$ cat config.mk
export PLATFORM = sky130hd
export DESIGN_NAME = spi_mem_bridge
export DESIGN_NICKNAME = d
export VERILOG_FILES = /design/src/rtl/spi_bridge_pkg.sv /design/src/rtl/spi_mem_bridge_sync_edge.sv /design/src/rtl/spi_mem_bridge.sv
export SDC_FILE = /design/constraint.sdc
export NUM_CORES = 1
export LEC_CHECK = 0
export CAP_MARGIN = 40
export CORE_ASPECT_RATIO = 1.1
export CORE_MARGIN = 2
export CORE_UTILIZATION = 35
export CTS_CLUSTER_SIZE = 30
export DETAILED_ROUTE_END_ITERATION = 7
export HOLD_SLACK_MARGIN = 0.12
export REMOVE_ABC_BUFFERS = 1
export SLEW_MARGIN = 25
export SYNTH_ARGS = -nofsm -noshare
export SYNTH_HDL_FRONTEND = slang
export SYNTH_SLANG_ARGS = --single-unit
$ cat constraint.sdc
create_clock -name clk -period 4.5 [get_ports clk]
set_clock_uncertainty 0.2 [all_clocks]
set_input_delay 0.675 -clock clk [delete_from_list [all_inputs] [get_ports clk]]
set_output_delay 0.675 -clock clk [all_outputs]
set_load 0.01 [all_outputs]
$ cat src/rtl/spi_bridge_pkg.sv
// Shared definitions for the SPI-to-memory bridge: host command opcodes and
// the frame-decoder state encoding.
package spi_bridge_pkg;

  localparam logic [7:0] CMD_WRITE  = 8'h02;
  localparam logic [7:0] CMD_READ   = 8'h0B;
  localparam logic [7:0] CMD_STATUS = 8'h05;

  typedef enum logic [2:0] {
    ST_IDLE,
    ST_CMD,
    ST_ADDR,
    ST_DUMMY,
    ST_WDATA,
    ST_RDATA,
    ST_STATUS,
    ST_IGNORE
  } state_e;

endpackage

$ cat src/rtl/spi_mem_bridge_sync_edge.sv
// sync_edge: multi-stage synchronizer for one asynchronous input, with
// rise/fall pulses derived from the synchronized level.
// Ports:
//   clk, rst : system clock, synchronous active-high reset
//   d        : asynchronous input pin
//   q        : synchronized level
//   rise     : one-cycle pulse on a synchronized 0->1 transition
//   fall     : one-cycle pulse on a synchronized 1->0 transition
module sync_edge #(
  parameter int unsigned SYNC_STAGES = 2,
  parameter logic        RESET_VAL   = 1'b0
) (
  input  logic clk,
  input  logic rst,
  input  logic d,
  output logic q,
  output logic rise,
  output logic fall
);

  logic [SYNC_STAGES-1:0] sync_q;
  logic                   prev_q;

  always_ff @(posedge clk) begin
    if (rst) begin
      sync_q <= {SYNC_STAGES{RESET_VAL}};
      prev_q <= RESET_VAL;
    end else begin
      sync_q <= {sync_q[SYNC_STAGES-2:0], d};
      prev_q <= sync_q[SYNC_STAGES-1];
    end
  end

  assign q    = sync_q[SYNC_STAGES-1];
  assign rise = q & ~prev_q;
  assign fall = ~q & prev_q;

endmodule

$ cat src/rtl/spi_mem_bridge.sv
// spi_mem_bridge: SPI mode-0 responder giving an external host read/write
// access to the SoC memory bus (valid/ready initiator).
// Frame: 8-bit command, 32-bit address MSB first, then payload.
//   0x02 WRITE  : 32 data bits follow, issued as one word write
//   0x0B READ   : 8 dummy bits, then 32 read-data bits on MISO
//   0x05 STATUS : repeating byte {7'b0, busy}
// Ports:
//   clk, rst                 : system clock, synchronous active-high reset
//   spi_csb/spi_sck/spi_mosi : host pins, asynchronous to clk
//   spi_miso, spi_miso_oe    : response data and its drive enable
//   mem_valid/ready/addr/wdata/wstrb/rdata : SoC memory bus initiator
module spi_mem_bridge
  import spi_bridge_pkg::*;
#(
  parameter int unsigned SYNC_STAGES = 2
) (
  input  logic        clk,
  input  logic        rst,
  input  logic        spi_csb,
  input  logic        spi_sck,
  input  logic        spi_mosi,
  output logic        spi_miso,
  output logic        spi_miso_oe,
  output logic        mem_valid,
  input  logic        mem_ready,
  output logic [31:0] mem_addr,
  output logic [31:0] mem_wdata,
  output logic [3:0]  mem_wstrb,
  input  logic [31:0] mem_rdata
);

  logic csb_s, csb_rise, csb_fall;
  logic sck_rise, sck_fall, sck_level_unused;
  logic mosi_s, mosi_rise_unused, mosi_fall_unused;

  sync_edge #(.SYNC_STAGES(SYNC_STAGES), .RESET_VAL(1'b1)) u_sync_csb (
    .clk(clk), .rst(rst), .d(spi_csb), .q(csb_s), .rise(csb_rise), .fall(csb_fall)
  );
  sync_edge #(.SYNC_STAGES(SYNC_STAGES), .RESET_VAL(1'b0)) u_sync_sck (
    .clk(clk), .rst(rst), .d(spi_sck), .q(sck_level_unused), .rise(sck_rise), .fall(sck_fall)
  );
  sync_edge #(.SYNC_STAGES(SYNC_STAGES), .RESET_VAL(1'b0)) u_sync_mosi (
    .clk(clk), .rst(rst), .d(spi_mosi), .q(mosi_s), .rise(mosi_rise_unused), .fall(mosi_fall_unused)
  );

  state_e      state_q, state_d;
  logic [5:0]  cnt_q;
  logic [30:0] sr_in;
  logic [31:0] sr_out;
  logic [7:0]  cmd_q;
  logic [29:0] addr_q;
  logic [31:0] rdata_q;
  logic [31:0] word;
  logic        active, last_rise_32, issue_wr, issue_rd;

  // word is the shift register including the bit being sampled right now
  assign word         = {sr_in, mosi_s};
  assign active       = ~csb_s & ~csb_fall;
  assign last_rise_32 = active & sck_rise & (cnt_q == 6'd31);
  // A request already in flight blocks a new one; the host polls STATUS.
  assign issue_wr = last_rise_32 & (state_q == ST_WDATA) & ~mem_valid;
  assign issue_rd = last_rise_32 & (state_q == ST_ADDR) & (cmd_q == CMD_READ) & ~mem_valid;

  always_ff @(posedge clk) begin
    if (rst) state_q <= ST_IDLE;
    else     state_q <= state_d;
  end

  always_comb begin
    state_d = state_q;
    if (csb_rise) begin
      state_d = ST_IDLE;
    end else if (csb_fall) begin
      state_d = ST_CMD;
    end else if (active) begin
      unique case (state_q)
        ST_CMD: if (sck_rise && cnt_q == 6'd7) begin
          if (word[7:0] == CMD_WRITE || word[7:0] == CMD_READ) state_d = ST_ADDR;
          else if (word[7:0] == CMD_STATUS)                    state_d = ST_STATUS;
          else                                                 state_d = ST_IGNORE;
        end
        ST_ADDR:  if (last_rise_32) state_d = (cmd_q == CMD_READ) ? ST_DUMMY : ST_WDATA;
        ST_WDATA: if (last_rise_32) state_d = ST_IGNORE;
        ST_DUMMY: if (sck_fall && cnt_q == 6'd8) state_d = ST_RDATA;
        ST_RDATA: if (sck_fall && cnt_q == 6'd32) state_d = ST_IGNORE;
        default:  state_d = state_q;
      endcase
    end
  end

  always_ff @(posedge clk) begin
    if (rst) begin
      cnt_q     <= '0;
      sr_in     <= '0;
      sr_out    <= '0;
      cmd_q     <= '0;
      addr_q    <= '0;
      rdata_q   <= '0;
      mem_valid <= 1'b0;
      mem_addr  <= '0;
      mem_wdata <= '0;
      mem_wstrb <= '0;
    end else begin
      // Bus side runs independently of the frame so an issued request
      // always completes, even across csb aborts.
      if (mem_valid && mem_ready) begin
        mem_valid <= 1'b0;
        if (mem_wstrb == 4'b0000) rdata_q <= mem_rdata;
      end
      if (issue_wr) begin
        mem_valid <= 1'b1;
        mem_addr  <= {addr_q, 2'b00};
        mem_wdata <= word;
        mem_wstrb <= '1;
      end
      if (issue_rd) begin
        mem_valid <= 1'b1;
        mem_addr  <= {word[31:2], 2'b00};
        mem_wstrb <= '0;
        rdata_q   <= '0;
      end

      if (csb_rise || csb_fall) begin
        cnt_q  <= '0;
        sr_out <= '0;
      end else if (active) begin
        if (sck_rise) begin
          sr_in <= word[30:0];
          if (state_d != state_q)         cnt_q <= '0;
          else if (state_q == ST_STATUS)  cnt_q <= (cnt_q == 6'd7) ? 6'd0 : cnt_q + 6'd1;
          else if (state_q != ST_IGNORE)  cnt_q <= cnt_q + 6'd1;
          if (state_q == ST_CMD && cnt_q == 6'd7) cmd_q <= word[7:0];
          if (state_q == ST_ADDR && cnt_q == 6'd31) begin
            addr_q <= word[31:2];
            sr_out <= '0;
          end
        end
        if (sck_fall) begin
          unique case (state_q)
            ST_DUMMY: if (cnt_q == 6'd8) begin
              sr_out <= rdata_q;
              cnt_q  <= '0;
            end
            ST_RDATA: sr_out <= {sr_out[30:0], 1'b0};
            // Status byte reloads at each byte boundary so busy is fresh.
            ST_STATUS: begin
              if (cnt_q == 6'd0) sr_out <= {7'b0, mem_valid, 24'b0};
              else               sr_out <= {sr_out[30:0], 1'b0};
            end
            default: ;
          endcase
        end
      end
    end
  end

  assign spi_miso_oe = ~csb_s & ((state_q == ST_DUMMY) || (state_q == ST_RDATA) || (state_q == ST_STATUS));
  assign spi_miso    = spi_miso_oe & sr_out[31];

endmodule

## After elaboration in Yosys (flattened, before gate mapping)

Cells that the tools add are included.

| cells by class | value |
|---|---|
| add/subtract/negate cells | 1 |
| equal/unequal tests | 16 |
| multiplexer cells | 31 |
| bitwise logic cells | 21 |
| reductions and logical operators | 20 |

Operators with widths:

| cell | number |
|---|---|
| 2-to-1 mux 32 bit | 7 |
| case mux 32 bit (3 select lines) | 1 |
| 2-to-1 mux 6 bit | 8 |
| 2-to-1 mux 3 bit | 10 |
| equality test 8 x 4 -> 1 bit (second input constant) | 2 |
| case mux 3 bit (5 select lines) | 1 |
| AND 1 bit | 14 |
| equality test 3 bit (second input constant) | 3 |
| equality test 8 x 2 -> 1 bit (second input constant) | 1 |
| equality test 8 x 3 -> 1 bit (second input constant) | 1 |
| AND reduction 4 bit | 2 |
| inverter 1 bit | 7 |
| adder 6 x 1 -> 6 bit (second input constant) | 1 |
| equality test 3 x 2 -> 1 bit (second input constant) | 2 |
| equality test 6 x 3 -> 1 bit (second input constant) | 1 |
| equality test 6 x 4 -> 1 bit (second input constant) | 1 |
| equality test 6 x 5 -> 1 bit (second input constant) | 1 |
| equality test 6 bit (second input constant) | 1 |
| logical AND 1 bit | 6 |
| zero test 6 bit | 1 |
| zero test 4 bit | 1 |
| logical OR 1 bit | 4 |
| 2-to-1 mux 1 bit | 4 |
| OR reduction 2 bit | 2 |
| other kinds (7) | 7 |

| word-level totals | value |
|---|---|
| flip-flop bits (word level) | 214 |
| bits of input ports | 38 |
| output and inout port bits | 71 |
| logic and storage cells | 105 |

## Logic depth before layout (Yosys ltp)

Gate-level depths: netlist of run 1.

| logic depth | value |
|---|---|
| word-level depth | 17 |
| depth in mapped cells | 12 |
| depth with buffers taken out | 9 |

## Hierarchy

From an unflattened synthesis of run 1, not the netlist that was laid out.

| second synthesis, totals | value |
|---|---|
| cells, all modules | 1000 |
| area total of the unflattened synthesis | 8498.2 sq um |

Modules (own cells, without submodules):

| module | instances | cells each | area each (sq um) |
|---|---|---|---|
| spi_mem_bridge | 1 | 976 | 8222.9 |
| sync_edge (u_sync_mosi ...) | 2 | 8 | 91.3 |
| sync_edge (u_sync_csb) | 1 | 8 | 92.6 |

## Worst setup path before layout of run 1

OpenSTA, ideal clock, no wires.

| timing | value |
|---|---|
| path type | reg-to-reg |
| start point | reg cnt_q[0] |
| end point | reg cnt_q[0] |
| setup time | 84 ps |
| data arrival time | 2335 ps |
| setup slack | 1880 ps |
| cell stages (with the launch flop) | 12 |
| clock period less this slack | 2620 ps |
| cell sequence | dfxtp_1 inv_1 ha_1 or3b_1 buf_2 or2_0 buf_6 a31oi_4 o2111ai_2 a211oi_4 nand2_2 o31ai_2 |

| on the way | value |
|---|---|
| cells in the longest elaborated chain, start to end | 13 |

Ends and longest elaborated chain:

| what | line | RTL |
|---|---|---|
| from (decl) | spi_mem_bridge.sv:47 | `logic [5:0] cnt_q;` |
| from (signal assigned) | spi_mem_bridge.sv:130 | `else if (state_q == ST_STATUS) cnt_q <= (cnt_q == 6'd7) ? 6'd0 : cnt_q + 6'd1;` |
| from (signal assigned) | spi_mem_bridge.sv:131 | `else if (state_q != ST_IGNORE) cnt_q <= cnt_q + 6'd1;` |
| equality test 6 x 5 -> 1 bit, or another cell as far along | spi_mem_bridge.sv:59 | `assign last_rise_32 = active & sck_rise & (cnt_q == 6'd31);` |
| AND 1 bit, or another cell as far along | spi_mem_bridge.sv:59 |  |
| 2-to-1 mux 3 bit (on tied branches) | - |  |
| case mux 3 bit (5 select lines) | spi_mem_bridge.sv:76 | `unique case (state_q)` |
| 2-to-1 mux 3 bit | spi_mem_bridge.sv:75 | `end else if (active) begin` |
| 2-to-1 mux 3 bit | spi_mem_bridge.sv:73 | `end else if (csb_fall) begin` |
| 2-to-1 mux 3 bit | spi_mem_bridge.sv:71 | `if (csb_rise) begin` |
| inequality test 3 bit | spi_mem_bridge.sv:129 | `if (state_d != state_q) cnt_q <= '0;` |
| 2-to-1 mux 6 bit | spi_mem_bridge.sv:129 |  |
| 2-to-1 mux 6 bit | spi_mem_bridge.sv:127 | `if (sck_rise) begin` |
| 2-to-1 mux 6 bit | spi_mem_bridge.sv:140 | `ST_DUMMY: if (cnt_q == 6'd8) begin` |
| 2-to-1 mux 6 bit | spi_mem_bridge.sv:139 | `unique case (state_q)` |
| 2-to-1 mux 6 bit * | spi_mem_bridge.sv:138 | `if (sck_fall) begin` |

Mark *: on every way between the ends. The rest lies on a longest branch, timed or not.
A chain may end at the register's enable or synchronous reset.

## Worst setup path in the final report of run 1

| timing | value |
|---|---|
| start point | reg cnt_q[0] |
| end point | reg mem_addr[30] |

| on the way | value |
|---|---|
| cells in the longest elaborated chain, start to end | 6 |

Ends and longest elaborated chain:

| what | line | RTL |
|---|---|---|
| equality test 6 x 5 -> 1 bit * | spi_mem_bridge.sv:59 |  |
| AND 1 bit * | spi_mem_bridge.sv:59 |  |
| AND 1 bit (3 in series) | spi_mem_bridge.sv:62 | `assign issue_rd = last_rise_32 & (state_q == ST_ADDR) & (cmd_q == CMD_READ) & ~mem_valid;` |
| 2-to-1 mux 32 bit / nonzero test 2 bit (equally long branches) | - |  |
| to (signal assigned) | spi_mem_bridge.sv:112 | `mem_addr <= {addr_q, 2'b00};` |
| to (signal assigned) | spi_mem_bridge.sv:118 | `mem_addr <= {word[31:2], 2'b00};` |
| to (decl) | spi_mem_bridge.sv:26 | `output logic [31:0] mem_addr,` |

Marked as above.

==> results of run 1 <==
worst max path at each step:
stage,to
floorplan,mem_addr[10]$_SDFFE_PP0P_
global placement,cnt_q[3]$_SDFFE_PP0P_
detailed placement,mem_addr[16]$_SDFFE_PP0P_
CTS,spi_miso
global route,mem_addr[2]$_SDFFE_PP0P_
finish,mem_addr[30]$_SDFFE_PP0P_
through the flow:
| stage | utilization, % | total power [W] | instance area (um^2) | hold WS, ps | worst slack (ps) |
|---|---|---|---|---|---|
| detailed placement | 40.6 | 0.00206 | 9910 | 196 | 946 |
| finish | 43.6 | 0.00380 | 10600 | 215 | 926 |
| floorplan | - | 0.00199 | 8320 | 189 | 418 |
| global placement | 40.6 | 0.00206 | 9910 | 202 | 886 |
| global route | 43.6 | 0.00393 | 10600 | 251 | 618 |
| CTS | 43.5 | 0.00384 | 10600 | 210 | 906 |
layer usage:
| metal | global-route usage (%) | part of all wire, % |
|---|---|---|
| met3 | 2.63 | 4.4 |
| met2 | 27.8 | 47 |
| met5 | 0 | 0 |
| met1 | 23.3 | 47 |
| met4 | 4.10 | 1.5 |
layout by cell type, fill, tap and decap left out, types with 7 or more instances in the layout:
| cell type | n |
|---|---|
| mux2i_1 | 10 |
| a21o_1 | 7 |
| o21ai_0 | 7 |
| a22oi_1 | 55 |
| dfxtp_1 | 214 |
| nor2_1 | 56 |
| nand2_1 | 307 |
| buf_4 | 14 |
| clkbuf_16 | 23 |
| nand3_1 | 7 |
| or2_2 | 7 |
| inv_1 | 11 |
| clkdlybuf4s50_1 | 105 |
| clkinv_2 | 8 |
| a22o_1 | 25 |
| a221oi_1 | 7 |
| a21oi_1 | 170 |
registers in the layout (all words and copies together), names as in the netlist:
signal,flops
mem_addr,30
addr_q,30
u_sync_sck.prev_q,1
mem_wstrb,1
mem_valid,1
u_sync_csb.sync_q,2
u_sync_mosi.sync_q,2
cnt_q,6
sr_out,32
state_q,3
mem_wdata,32
rdata_q,32
cmd_q,8
sr_in,31
u_sync_sck.sync_q,2
u_sync_csb.prev_q,1
report_power, final:
group / total [W] / switching [W] / internal, W
clock network: 0.00178 / 0.000765 / 0.00101
logic: 0.000118 / 0.0000674 / 0.0000507
registers: 0.00190 / 0.00000332 / 0.00190
total: 0.00380 / 0.000836 / 0.00296
synthesized netlist by cell type (3+ instances only):
master    instances
o21ai_0           7
nor3_1            7
nand3_1           7
buf_1             3
ha_1              5
o211ai_1          3
or3_1             3
dfxtp_1         214
nand2b_1          6
nor2_1           59
mux2i_1          10
a31oi_1           5
buf_2             9
inv_1            11
a21o_1            7
a221oi_1          7
a22o_1           25
and2_1            3
nor4b_1           3
nand2_1         307
a22oi_1          55
a21oi_1         170
or2_2             7
buf_4             5
mux2_2            6
nand4_1           6
clkbuf_1         71
nor2b_1           6
critical path: cells and delay by family (launching register included):
kind,cells,cell delay (ps)
buffers and inverters,2,660
AND/OR/NAND/NOR,6,1750
flip-flops,1,410
AO/OA/AOI/OAI,1,70
adder cells (fa/ha/maj),1,310
area by class of cell:
cell class,instances,share of cell area (%)
multi-input combinational,759,37.8
inverter,11,0.388
sequential,214,40.3
tap,310,3.65
clock buffer,32,6.11
clock inverter,10,0.565
timing repair buffer,122,11.2
kinds of logic (layout without fill, tap and decap cells):
logic type,Yosys count,count (layout),share of synthesized area [%]
adders and majority gates,5,5,0.720
muxes,16,16,1.93
buffers and inverters,100,175,4.76
DFF,214,214,49.3
other,1,2,0.0432
and+or+nand+nor,435,435,21.3
xor gates and xnor gates,2,2,0.202
AOI/OAI and AO/OA,299,299,21.7
==> metrics, run 1 <==
Pins Over Slew Limit=0; Post-synth EDFFs=0; routability congestion estimate=0.838; Synth Instances=approximately 1.1k; Slew @ Worst Pin=approximately 820 ps; minimum clock period after layout=3570 ps; final count of hold timing violations=0; initial DRC count=599; leakage power=approximately 3.4 nW; Yosys reg bits=roughly 210; crit share post-route=between 70% and 80%; peak per-stage delay on the critical path=slightly above 600 ps; sequential area share after synthesis=49.3%; vias in the first global route=7,177; wire per inst=between 15 and 20 um; min-delay src=u_sync_csb.sync_q[0]$_SDFF_PP1_; total negative slack=0 ps; max_slew headroom=a little under half; Synth cell types=64; WL final=22,300 um; Post-CTS Setup Inserts=0; Seq. cell area=about 4300 um^2; HP Class=reg -> reg; Crit Reg-Reg Endpoint=mem_addr[30]$_SDFFE_PP0P_; total clock sinks=~210; CP max-delay cell=nor4_4; Layout area overhead=22.5%; vias per std cell=around 5.2; Nets=around 1.2k; Synth warnings=0; cts bufs inserted=23; post_cts resized=0; Hold Path End=u_sync_csb.sync_q[1]$_SDFF_PP1_; # DRC=0; Post-synth top flop=dfxtp_1; R2R depth=10; n_diodes=0; leading area contributor after synthesis=dfxtp_1; CTS tree=built; input/output buffers=106; RSZ-0062 raised after global routing=no; DR pass1 iterations=5; CTS Hold Buffers Added=0; CTS max path bufs=3; Startpoint Class=flop; Die Area=26,100 um^2; routed vias=7,554; Max Cap Viol=0; Worst EP required=4650 ps; DIE WIDTH=around 150 um; dpl hpwl=13,400 um; Power Density=357 nW/um^2; critical path peak fanout=31; Setup violations, final=0; reg2reg start=cnt_q[0]$_SDFFE_PP0P_; synthesized area=just under 9000 um^2; Avg Cell Area, Syn=~8.1 um^2; total track usage=between 10% and 20%; Core Rows=60; worst ir drop on vdd=210 uV; H-tree depth=1; placed insts=approximately 1.4k; Worst setup EP type=flop; Area contributors post-synth=dfxtp_1, nand2_1, a21oi_1; ratio of cells with drive above 1 in the final layout=under 10%; final antenna-violating net count=0; initial antenna violation count=0; first-pass GRT wire length=~37,000 um; Fillers=around 2.4k; Die Ht=approximately 170 um; Worst Path Arrival=approximately 3700 ps; crit path launch=cnt_q[0]$_SDFFE_PP0P_; non-filler instance count after layout=roughly 1.5k; status=complete, no violations; CP cell instances=ha_1 -> nand3b_1 -> nor2_1 -> nand2_1 -> nor4_4 -> buf_4 -> nor2_2 -> buf_4 -> nand2_1 -> a21oi_1; multi-input logic area=4020 um^2; clk slew on worst S/H paths=approximately 60 ps; io pins=109; grt ovf=0; Post-synth ARST share=0%; core area=roughly 24,000 um^2; clk_lat worst skew=between 500 and 600 ps; crit path kind=reg -> reg; CTS root buf=clkbuf_16; Synth top area share=between 40% and 50%; hold depth=1; FMAX=around 280 MHz; Reg2Reg Setup Slack=930 ps; pin count of the biggest net entering global routing=144; Initial Utilization=a little over a third
No activity file was read; power rests on OpenSTA's default activity.
==> run 2: changes to the inputs <==
clock period = 3.6 ns   (was 4.5 ns; I/O delays follow)
==> metrics, run 2 (synthesis results as in run 1) <==
status=complete, no violations; leakage power=roughly 3.5 nW; Switching Power=approximately 0.0011 W; clk slew on worst S/H paths=roughly 60 ps; # DRC=0; FMAX=309 MHz; final antenna-violating net count=0; pin count of the biggest net entering global routing=78; io pins=about 110; Layout area overhead=24.7%; most frequent cells in the layout=nand2_1, dfxtp_1, a21oi_1; Pwr Total=around 0.005 W; min-delay src=u_sync_csb.sync_q[0]$_SDFF_PP1_; total track usage=17.2%; DIE WIDTH=approximately 150 um; CTS tree=built; Setup violations, final=0; WL met2=between 10,000 and 15,000 um; Die Area=approximately 26,000 um^2; Nets=around 1.2k; Reg2Reg Setup Slack=approximately 550 ps; commonest non-fill, non-tap cell in the layout=nand2_1; H-tree depth=1; internal power=between 0.004 and 0.005 W; total clock sinks=between 200 and 250; reg2reg start=cnt_q[0]$_SDFFE_PP0P_; initial antenna violation count=0; Post-CTS Setup Inserts=0; Sw Share=approximately a fifth; crit share post-route=89.9%; Initial Utilization=a little over a third; final count of hold timing violations=0; Worst EP required=roughly 2900 ps; Comb pwr share=under 10%; Worst Path Arrival=between 2000 and 3000 ps; Startpoint Class=flop; Pins Over Slew Limit=0; Core Rows=60; HP Class=reg -> reg; WL final=23,000 um; vias per std cell=~5.2; critical path peak fanout=14; n_diodes=0; R2R depth=9; initial DRC count=581; total negative slack=0 ps; grt ovf=0; cts bufs inserted=23; CTS max path bufs=3; Slew @ Worst Pin=about 850 ps; Worst setup EP type=output pin; crit path kind=reg -> out; RSZ-0062 raised after global routing=no; Die Ht=about 170 um; hold depth=1; vias in the first global route=roughly 7.1k; wire per inst=between 15 and 20 um; met3 wire length=between 1000 and 1500 um; routed vias=around 7.6k; minimum clock period after layout=roughly 3200 ps; clk_lat worst skew=between 500 and 600 ps; Clock Power Share=about half; input/output buffers=approximately 110; dpl hpwl=about 14,000 um; ratio of cells with drive above 1 in the final layout=under 10%; CTS root buf=clkbuf_16; worst slack at placement=573 ps; final setup margin=around 360 ps; first-pass GRT wire length=between 30,000 and 40,000 um; sequential share of power=a little under half; core area=roughly 24,000 um^2; worst ir drop on vdd=approximately 310 uV; Power Density=between 400 and 500 nW/um^2; DR pass1 iterations=6; metal1 wirelength=around 11,000 um; Max Cap Viol=0; max_slew headroom=roughly 44%; Crit Reg-Reg Endpoint=cnt_q[0]$_SDFFE_PP0P_; uppermost layer routed=met4; routability congestion estimate=between 0.8 and 0.9; top flop regs=mem_wdata: 32 flops, rdata_q: 32 flops, sr_out: 32 flops; Hold Path End=u_sync_csb.sync_q[1]$_SDFF_PP1_
run 2: cell types whose count changed in the layout (fill, tap and decap cells not counted), sizes merged:
cell	change
clkbuf	+2
buf	+10
clkinv	-6
inv	-1
bufinv	+4
dlygate4sd3	+1
run 2: critical path, stage by stage, from the launching register on:
cell and delay, ps:
dfxtp_1 680, nand2b_1 210, a2bb2oi_1 200, nor2_1 210, and2_1 160, clkdlybuf4s50_1 530
run 2: repair_timing:
action	4_1_cts	5_1_grt
setup endpoints to repair	0	0
hold buffers	1	0
resized for setup	0	0
endpoints found under the hold margin	1	0
run 2: worst max path at each step:
stage,from,endpoint,cells past startpoint
after floorplan,cnt_q[0]$_SDFFE_PP0P_,mem_addr[10]$_SDFFE_PP0P_,8
after global placement,u_sync_csb.sync_q[1]$_SDFF_PP1_,cnt_q[3]$_SDFFE_PP0P_,9
after detailed placement,cnt_q[0]$_SDFFE_PP0P_,cnt_q[0]$_SDFFE_PP0P_,9
after CTS,state_q[1]$_SDFF_PP0_,spi_miso,5
after global routing,state_q[1]$_SDFF_PP0_,spi_miso,5
final,state_q[1]$_SDFF_PP0_,spi_miso,5
run 2: power by group through the flow:
stage | logic, W | registers (W) | clock network (W)
final | 0.000152 | 0.00238 | 0.00254
after global routing | 0.000164 | 0.00238 | 0.00268
after CTS | 0.000152 | 0.00238 | 0.00259
after detailed placement | 0.000150 | 0.00243 | 0
after global placement | 0.000151 | 0.00243 | 0
after floorplan | 0.0000514 | 0.00243 | 0
run 2: layer usage:
layer  GRT usage [%]  vias to the layer above
li1                -                     3803
met1            23.0                     3613
met2            28.7                      201
met3            2.99                       32
met4            4.51                        0
met5               0                        -
run 2: layout make-up:
| type | count | area [um^2] |
|---|---|---|
| clock buffers | 34 | 667 |
| clock inverters | 7 | 150 |
| fillers | 2411 | 13600 |
| inverters | 11 | 41.3 |
| multi-input cells | 759 | 4020 |
| flip-flops and latches | 214 | 4280 |
| well taps | 310 | 388 |
| repair buffers | 133 | 1280 |
run 2: metrics by stage:
| step | hold slack [ps] | utilization (%) | cell area, um^2 | std cells |
|---|---|---|---|---|
| 4_1_cts | 218 | 44.3 | 10800 | 1467 |
| 3_3_place_gp | 202 | 41.0 | 9990 | 1425 |
| 2_1_floorplan | 189 | - | 8320 | 984 |
| 6_report | 216 | 44.4 | 10800 | 1468 |
| 5_1_grt | 244 | 44.4 | 10800 | 1468 |
| 3_5_place_dp | 203 | 41.0 | 9990 | 1425 |
==> run 3: changes to the inputs <==
PLACE_DENSITY_LB_ADDON = 0.25   (was unset)
SYNTH_HIERARCHICAL = 1   (was unset)
==> metrics, run 3 <==
max_slew headroom=around half; CTS Hold Buffers Added=0; ratio of cells with drive above 1 in the final layout=~7.8%; WL final=23,000 um; post_cts resized=0; sequential share of power=approximately half; final count of hold timing violations=0; Sw Share=21.3%; non-filler instance count after layout=between 1k and 1.5k; core area=23,700 um^2; H-tree depth=1; crit path kind=reg -> reg; min-delay src=u_sync_mosi/sync_q[0]$_SDFF_PP0_; total clock sinks=roughly 210; initial antenna violation count=0; cts bufs inserted=24; worst ir drop on vdd=~340 uV; DR pass1 iterations=5; synthesized area=around 8500 um^2; Core Rows=59; Synth warnings=6; minimum clock period after layout=around 3300 ps; Worst Path Arrival=3560 ps; Reg2Reg Setup Slack=290 ps; RSZ-0062 raised after global routing=no; Clock Power Share=between 40% and 50%; Comb pwr share=under 10%; top flop regs=mem_wdata: 32 flops, rdata_q: 32 flops, sr_out: 32 flops; Layout area overhead=24.7%; Power Density=roughly 470 nW/um^2; most frequent cells in the layout=nand2_1, dfxtp_1, nor2_1, a21oi_1, clkdlybuf4s50_1; Setup violations, final=0; Post-CTS Setup Inserts=0; pin count of the biggest net entering global routing=144; critical path peak fanout=12; crit path launch=u_sync_csb/sync_q[1]$_SDFF_PP1_; initial DRC count=~710; internal power=0.00389 W; CTS max path bufs=3; placed insts=about 1.3k; commonest non-fill, non-tap cell in the layout=nand2_1; Worst setup EP type=flop; Max Cap Viol=0; DIE WIDTH=between 150 and 200 um; Startpoint Class=flop; Slew @ Worst Pin=between 700 and 800 ps; vias per std cell=around 5.3; clk slew on worst S/H paths=approximately 60 ps; input/output buffers=roughly 110; total track usage=17.4%; final antenna-violating net count=0; HP Class=reg -> reg; Initial Utilization=between 30% and 40%; dpl hpwl=roughly 14,000 um; CTS tree=built; Worst EP required=around 3900 ps; n_diodes=0; routed vias=around 7.4k; Nets=around 1.1k; wire per inst=around 17 um; vias in the first global route=between 6k and 7k; Synth Instances=between 900 and 1k; clk_lat worst skew=slightly above 500 ps; Final Core Density=between 40% and 50%; leakage power=approximately 3.5 nW; Die Ht=167 um; grt ovf=0; FMAX=302 MHz; io pins=~110; CTS root buf=clkbuf_16; reg2reg start=u_sync_csb/sync_q[1]$_SDFF_PP1_; crit share post-route=slightly above 90%; Die Area=25,400 um^2; worst slack at placement=391 ps; routability congestion estimate=a little under 0.9; Pins Over Slew Limit=0; Avg Cell Area, Syn=roughly 8.5 um^2; Switching Power=0.00106 W; # DRC=0; final setup margin=~290 ps; status=complete, no violations; first-pass GRT wire length=37,300 um
==> run 3: layout make-up <==
| type | instances | area (um^2) |
|---|---|---|
| inverter | 6 | 22.5 |
| tap | 305 | 382 |
| fill | 2361 | 13100 |
| sequential | 214 | 4280 |
| clock inverter | 10 | 108 |
| clock buffer | 34 | 679 |
| multi-input combinational | 687 | 3800 |
| timing repair buffer | 131 | 1270 |
==> run 3: critical path, stage by stage (launching register included) <==
cell	delay, ps
dfxtp_1	520
and2b_1	280
or2_0	430
a311oi_1	390
nor3_1	110
or4_1	530
a211oi_1	460
or2_2	210
a32o_1	120
==> run 3: power groups by stage <==
stage	clock network [W]	registers, W	logic, W
6_report	0.00242	0.00238	0.000144
3_3_place_gp	0	0.00243	0.000145
2_1_floorplan	0	0.00243	0.0000484
5_1_grt	0.00259	0.00238	0.000159
4_1_cts	0.00250	0.00238	0.000145
3_5_place_dp	0	0.00243	0.000144
==> run 3: worst paths after layout <==
kind                                           end  cells after the start
hold reg to reg   u_sync_mosi/sync_q[1]$_SDFF_PP0_                      1
setup reg to reg             cnt_q[5]$_SDFFE_PP0N_                      8
setup / recovery             cnt_q[5]$_SDFFE_PP0N_                      8
hold / removal    u_sync_mosi/sync_q[1]$_SDFF_PP0_                      1
==> run 3: metal layers <==
metal	part of all wire (%)	wire (um)	GRT usage, %	vias to the layer above
li1	-	-	-	3635
met4	1.2	283	3.05	0
met1	46	10600	23.9	3500
met3	6.6	1520	3.88	28
met5	0	0	0	-
met2	46	10600	28.4	214
==> run 3: stage by stage <==
stage	hold slack [ps]	instance area [um^2]	TNS, ps	total power (W)
after CTS	238	10600	0	0.00502
after global routing	252	10600	0	0.00513
final	237	10600	0	0.00495
after global placement	218	9750	0	0.00258
after floorplan	183	8080	-105870	0.00248
after detailed placement	224	9760	0	0.00258
